File: src/rtl/alu_sequencer_if.sv
// Request/response channel between the core control logic and the alu sequencer.
// The issuer uses the master modport and the sequencer uses the slave modport.
interface alu_sequencer_if #(parameter int WORD_LEN = 8);
  logic                req_valid;
  logic                req_ready;
  logic [3:0]          req_op;
  logic [WORD_LEN-1:0] req_a;
  logic [WORD_LEN-1:0] req_b;
  logic                rsp_valid;
  logic                rsp_ready;
  logic [WORD_LEN-1:0] rsp_result;
  logic                rsp_zero;
  logic                rsp_carry;
  logic                rsp_illegal;

  modport master (
    output req_valid, req_op, req_a, req_b, rsp_ready,
    input  req_ready, rsp_valid, rsp_result, rsp_zero, rsp_carry, rsp_illegal
  );

  modport slave (
    input  req_valid, req_op, req_a, req_b, rsp_ready,
    output req_ready, rsp_valid, rsp_result, rsp_zero, rsp_carry, rsp_illegal
  );
endinterface

File: src/rtl/alu_sequencer.sv
// Registered front end for the combinational alu: one operation in flight,
// operands registered into the alu, result and flags captured and returned.
module alu_sequencer #(
  parameter int WORD_LEN  = 8,
  parameter int COUNT_LEN = 16
) (
  input  logic                 clk,
  input  logic                 reset_n,
  alu_sequencer_if.slave       bus,
  output logic [WORD_LEN-1:0]  alu_a,
  output logic [WORD_LEN-1:0]  alu_b,
  output logic [3:0]           alu_op,
  input  logic [WORD_LEN-1:0]  alu_result,
  input  logic                 alu_zero,
  input  logic                 alu_carry,
  output logic [COUNT_LEN-1:0] ops_done
);

  typedef enum logic [1:0] {IDLE, EXEC, RESP} state_t;

  state_t state, state_nxt;
  logic   op_legal;

  assign op_legal = bus.req_op inside {4'h0, 4'h1, 4'h2, 4'h8, 4'h9};

  always_ff @(posedge clk or negedge reset_n) begin
    if (!reset_n) state <= IDLE;
    else          state <= state_nxt;
  end

  always_comb begin
    state_nxt     = state;
    bus.req_ready = 1'b0;
    bus.rsp_valid = 1'b0;
    case (state)
      IDLE: begin
        bus.req_ready = 1'b1;
        if (bus.req_valid) state_nxt = op_legal ? EXEC : RESP;
      end
      EXEC: state_nxt = RESP;
      RESP: begin
        bus.rsp_valid = 1'b1;
        if (bus.rsp_ready) state_nxt = IDLE;
      end
      default: state_nxt = IDLE;
    endcase
  end

  // Illegal ops leave alu_* untouched so the alu output keeps the last legal result.
  always_ff @(posedge clk or negedge reset_n) begin
    if (!reset_n) begin
      alu_a           <= '0;
      alu_b           <= '0;
      alu_op          <= '0;
      bus.rsp_result  <= '0;
      bus.rsp_zero    <= 1'b0;
      bus.rsp_carry   <= 1'b0;
      bus.rsp_illegal <= 1'b0;
      ops_done        <= '0;
    end else begin
      case (state)
        IDLE: begin
          if (bus.req_valid) begin
            if (op_legal) begin
              alu_a  <= bus.req_a;
              alu_b  <= bus.req_b;
              alu_op <= bus.req_op;
            end else begin
              bus.rsp_result  <= '0;
              bus.rsp_zero    <= 1'b0;
              bus.rsp_carry   <= 1'b0;
              bus.rsp_illegal <= 1'b1;
            end
          end
        end
        EXEC: begin
          bus.rsp_result  <= alu_result;
          bus.rsp_zero    <= alu_zero;
          bus.rsp_carry   <= alu_carry;
          bus.rsp_illegal <= 1'b0;
        end
        RESP: begin
          if (bus.rsp_ready) ops_done <= ops_done + 1'b1;
        end
        default: ;
      endcase
    end
  end

endmodule

File: src/flat_wrapper.sv
// flat-port wrapper written by rule: the top's interface ports become plain ports
module alu_sequencer_flat 
#(
  parameter int WORD_LEN  = 8,
  parameter int COUNT_LEN = 16
)
  (clk, reset_n, alu_a, alu_b, alu_op, alu_result, alu_zero, alu_carry, ops_done, bus_req_valid, bus_req_op, bus_req_a, bus_req_b, bus_rsp_ready, bus_req_ready, bus_rsp_valid, bus_rsp_result, bus_rsp_zero, bus_rsp_carry, bus_rsp_illegal);
  alu_sequencer_if #(.WORD_LEN(WORD_LEN)) bus_i ();
  input  logic clk;
  input  logic reset_n;
  output logic [WORD_LEN-1:0] alu_a;
  output logic [WORD_LEN-1:0] alu_b;
  output logic [3:0] alu_op;
  input  logic [WORD_LEN-1:0] alu_result;
  input  logic alu_zero;
  input  logic alu_carry;
  output logic [COUNT_LEN-1:0] ops_done;
  input wire logic [$bits(bus_i.req_valid)-1:0] bus_req_valid;
  input wire logic [$bits(bus_i.req_op)-1:0] bus_req_op;
  input wire logic [$bits(bus_i.req_a)-1:0] bus_req_a;
  input wire logic [$bits(bus_i.req_b)-1:0] bus_req_b;
  input wire logic [$bits(bus_i.rsp_ready)-1:0] bus_rsp_ready;
  output wire logic [$bits(bus_i.req_ready)-1:0] bus_req_ready;
  output wire logic [$bits(bus_i.rsp_valid)-1:0] bus_rsp_valid;
  output wire logic [$bits(bus_i.rsp_result)-1:0] bus_rsp_result;
  output wire logic [$bits(bus_i.rsp_zero)-1:0] bus_rsp_zero;
  output wire logic [$bits(bus_i.rsp_carry)-1:0] bus_rsp_carry;
  output wire logic [$bits(bus_i.rsp_illegal)-1:0] bus_rsp_illegal;
  assign bus_i.req_valid = bus_req_valid;
  assign bus_i.req_op = bus_req_op;
  assign bus_i.req_a = bus_req_a;
  assign bus_i.req_b = bus_req_b;
  assign bus_i.rsp_ready = bus_rsp_ready;
  assign bus_req_ready = bus_i.req_ready;
  assign bus_rsp_valid = bus_i.rsp_valid;
  assign bus_rsp_result = bus_i.rsp_result;
  assign bus_rsp_zero = bus_i.rsp_zero;
  assign bus_rsp_carry = bus_i.rsp_carry;
  assign bus_rsp_illegal = bus_i.rsp_illegal;
  alu_sequencer #(.WORD_LEN(WORD_LEN), .COUNT_LEN(COUNT_LEN)) u_core (.clk(clk), .reset_n(reset_n), .bus(bus_i), .alu_a(alu_a), .alu_b(alu_b), .alu_op(alu_op), .alu_result(alu_result), .alu_zero(alu_zero), .alu_carry(alu_carry), .ops_done(ops_done));
endmodule
File: config.mk
export PLATFORM = sky130hd
export DESIGN_NAME = alu_sequencer_flat
export DESIGN_NICKNAME = d
export VERILOG_FILES = /design/src/rtl/alu_sequencer_if.sv /design/src/rtl/alu_sequencer.sv /design/src/flat_wrapper.sv
export SDC_FILE = /design/constraint.sdc
export NUM_CORES = 1
export LEC_CHECK = 0
export ABC_AREA = 1
export BUFFER_PORTS_ARGS = -buffer_cell sky130_fd_sc_hd__buf_2
export CORE_ASPECT_RATIO = 1.75
export CORE_MARGIN = 2
export CORE_UTILIZATION = 37
export DETAILED_ROUTE_END_ITERATION = 16
export PLACE_DENSITY_LB_ADDON = 0.3
export SETUP_SLACK_MARGIN = 0.4
export SYNTH_ARGS = -nofsm -noshare
export SYNTH_HDL_FRONTEND = slang
export SYNTH_SLANG_ARGS = --single-unit
File: constraint.sdc
create_clock -name clk -period 2.86 [get_ports clk]
set_input_delay 0.715 -clock clk [delete_from_list [all_inputs] [get_ports clk]]
set_output_delay 0.715 -clock clk [all_outputs]
set_load 0.02 [all_outputs]
==> results.json <==
{
  "synth-xor-area-share": 0.0461,
  "nets": 361,
  "r2r_slack_ps": 1410,
  "cellLeakagePower_nw": 1.56,
  "synth_area_mm2": 0.00209,
  "drc": 0,
  "grt-ovfl-total": 0,
  "synthTopCellsByCount": "117 x nand2_1, 49 x dfrtp_1, 17 x nor2_1",
  "synthesis.nets": 275,
  "rsz0062_at_grt": "no",
  "yosysSeqAreaShare": 0.586,
  "cts.sinks": 49,
  "synth_seq_cells": 49,
  "first_global_vias": 1653,
  "fmax_mhz": 543,
  "p_int_mw": 1.22,
  "critPathTopFamily": "flip-flops",
  "cts.hold.buffers_added": 0,
  "max_stage_delay_ps": 440,
  "grtUsageTotal": 0.155,
  "synth_compound_area_frac": 0.0120,
  "period_share": 0.644,
  "drive_gt1_frac": 0.318,
  "netSwitchingPower_mw": 0.740,
  "startpoint_type": "register",
  "detailedPlacementHpwl_mm": 3.40,
  "power_frac_seq": 0.483,
  "cp_max_fo": 4,
  "synthMuxAreaShare": 0,
  "required_ps": 2140,
  "syn_inst": 240,
  "routabilityCongestion": 0.781,
  "die_y_um": 103,
  "path_depth": 4,
  "worst-path-buf-inv": 3,
  "synth.most_common_cell": "nand2_1",
  "clockRootBuffer": "clkbuf_8",
  "synth_top_cell_by_area": "dfrtp_1",
  "switching_share": 0.377,
  "ir_drop_mv": 0.293,
  "wl_mm": 4.52,
  "drt_iter0_drc": 81,
  "r2r_cells": 5,
  "ys_warn_count": 0,
  "rows": 36,
  "areaGrowthSynthToFinish_pct": 27.6,
  "die_w_um": 60.8,
  "maxSlewViolCount": 0,
  "worstHoldPathType": "primary input to asynchronous set/reset pin",
  "hold_violations": 0,
  "design_power_total_mw": 1.96,
  "cpMostUsedCell": "inv_1",
  "synth_edf_count": 0,
  "post-route-min-period_ps": 1840,
  "cts_buffers": 5,
  "synth_fa_ha_area_frac": 0.00598,
  "grt_pass1_wl_mm": 7.25,
  "io_buffers": 82,
  "setup-violations-final": 0,
  "worst_setup_path_end_kind": "output port",
  "n_antenna_cell": 0,
  "synth_simple_gate_area_frac": 0.302,
  "viasPerCell": 4.42,
  "die_area_mm2": 0.00630,
  "power_frac_comb": 0.310,
  "clock_power_share": 0.207,
  "cts_buffer_depth": 2,
  "syn_area_per_cell_um2": 8.72,
  "h-tree-depth": 2,
  "drt_first_pass_iters": 4,
  "grt_max_degree": 35,
  "start_util": 0.381,
  "vias": 1783,
  "antenna_found_initial": 0,
  "finalSetupTns_ps": 0,
  "status": "completed",
  "fin_skew_ps": 4.53,
  "path_clk_slew_ps": 90,
  "ios": 83,
  "cp_data_arrival_time_ps": 1130,
  "max-slew-margin-rel": 0.606,
  "cts_tree": "done",
  "synth_top_flop_cell": "dfrtp_1",
  "wl_per_cell_um": 11.2,
  "cp_slowest_cell": "dfrtp_1",
  "coreArea_mm2": 0.00550,
  "path_class": "register to output port",
  "cts_resized": 0,
  "synthArstFlopShare": 1.00,
  "drtAntennaViolNets": 0,
  "clk_latency_ps": 300,
  "worst_pin_slew_ps": 591,
  "setup_slack_ps": 1020,
  "crit_chain": "inv_1, nand2_1, inv_1, buf_2",
  "max_cap_viol_count": 0,
  "postCtsSetupBuffers": 0,
  "synth.area.top_cells": "dfrtp_1 59%, nand2_1 21%, nor2_1 3.1%",
  "whs_ps": 297,
  "synth_top_area_share": 0.586,
  "synth_top_family_by_area": "simple AND/OR/NAND/NOR gates",
  "p_per_area_mw_per_mm2": 735,
  "place_ws_ps": 962,
  "yosysUniqueCellTypes": 22
}
## cell usage in the layout, fill, tap and decap left out
cell type and count:
nand2_1 117, buf_2 82, dfrtp_1 49, nor2_1 17
inv_1 15, nand3_1 6, xnor2_1 6, xor2_1 5
clkbuf_8 5, nor2_2 3, buf_4 3, inv_2 2
nor2_4 2, nand4_1 2, nand2_2 2, clkinv_2 2
o21ai_0 1, o21a_1 1, nand3_4 1, nand3_2 1
o21ai_1 1, nor3_1 1, o31ai_1 1, ha_1 1
clkinvlp_4 1
## cell type report
class / count / area, µm²
clock buffers: 5 / 68.8
clock inverters: 3 / 17.5
fillers: 591 / 2830
inverters: 17 / 63.8
multi-input cells: 168 / 766
flip-flops and latches: 49 / 1230
well taps: 76 / 95.1
repair buffers: 85 / 433
## cell families after synthesis
family | after synthesis
buffers and inverters | 23
and+or+nand+nor | 152
xor gates and xnor gates | 11
AOI/OAI and AO/OA | 4
adders and majority gates | 1
DFF | 49
## metrics by stage
step                       util  cells  area, µm²
after floorplan               -    240       2090
after global placement    0.470    395       2580
after detailed placement  0.470    395       2580
after CTS                 0.486    403       2670
after global routing      0.486    403       2670
final                     0.486    403       2670
## power groups by stage
stage                     Combinational, mW  Clock [mW]  Sequential (mW)
after floorplan                       0.195           0             1.14
after global placement                0.609           0            0.960
after detailed placement              0.620           0            0.964
after CTS                             0.623       0.423            0.952
after global routing                  0.680       0.448            0.971
final                                 0.609       0.406            0.949
## layer usage
| metal | vias up | GRT usage | part of all wire |
|---|---|---|---|
| li1 | 899 | - | - |
| met1 | 828 | 0.180 | 0.39 |
| met2 | 46 | 0.255 | 0.53 |
| met3 | 10 | 0.0410 | 0.048 |
| met4 | 0 | 0.0836 | 0.029 |
| met5 | - | 0 | 0 |
## sequential cells by signal (all words and copies together), names as in the netlist
signal and flops:
u_core.bus.rsp_result 8, u_core.alu_op 4, u_core.state 2, u_core.alu_a 8, u_core.ops_done 16, u_core.alu_b 8, u_core.bus.rsp_zero 1, u_core.bus.rsp_illegal 1
u_core.bus.rsp_carry 1
## final timing paths
| kind | startpoint | endpoint |
|---|---|---|
| setup / recovery | u_core.state[1] | bus_req_ready |
| hold / removal | reset_n | u_core.ops_done[4] |
| setup reg to reg | u_core.state[1] | u_core.alu_b[4] |
| hold reg to reg | u_core.alu_op[2] | u_core.alu_op[2] |
| max in group asynchronous | reset_n | u_core.state[0] |
| min in group clk | u_core.alu_op[2] | u_core.alu_op[2] |
No activity file was read; power rests on OpenSTA's default activity.
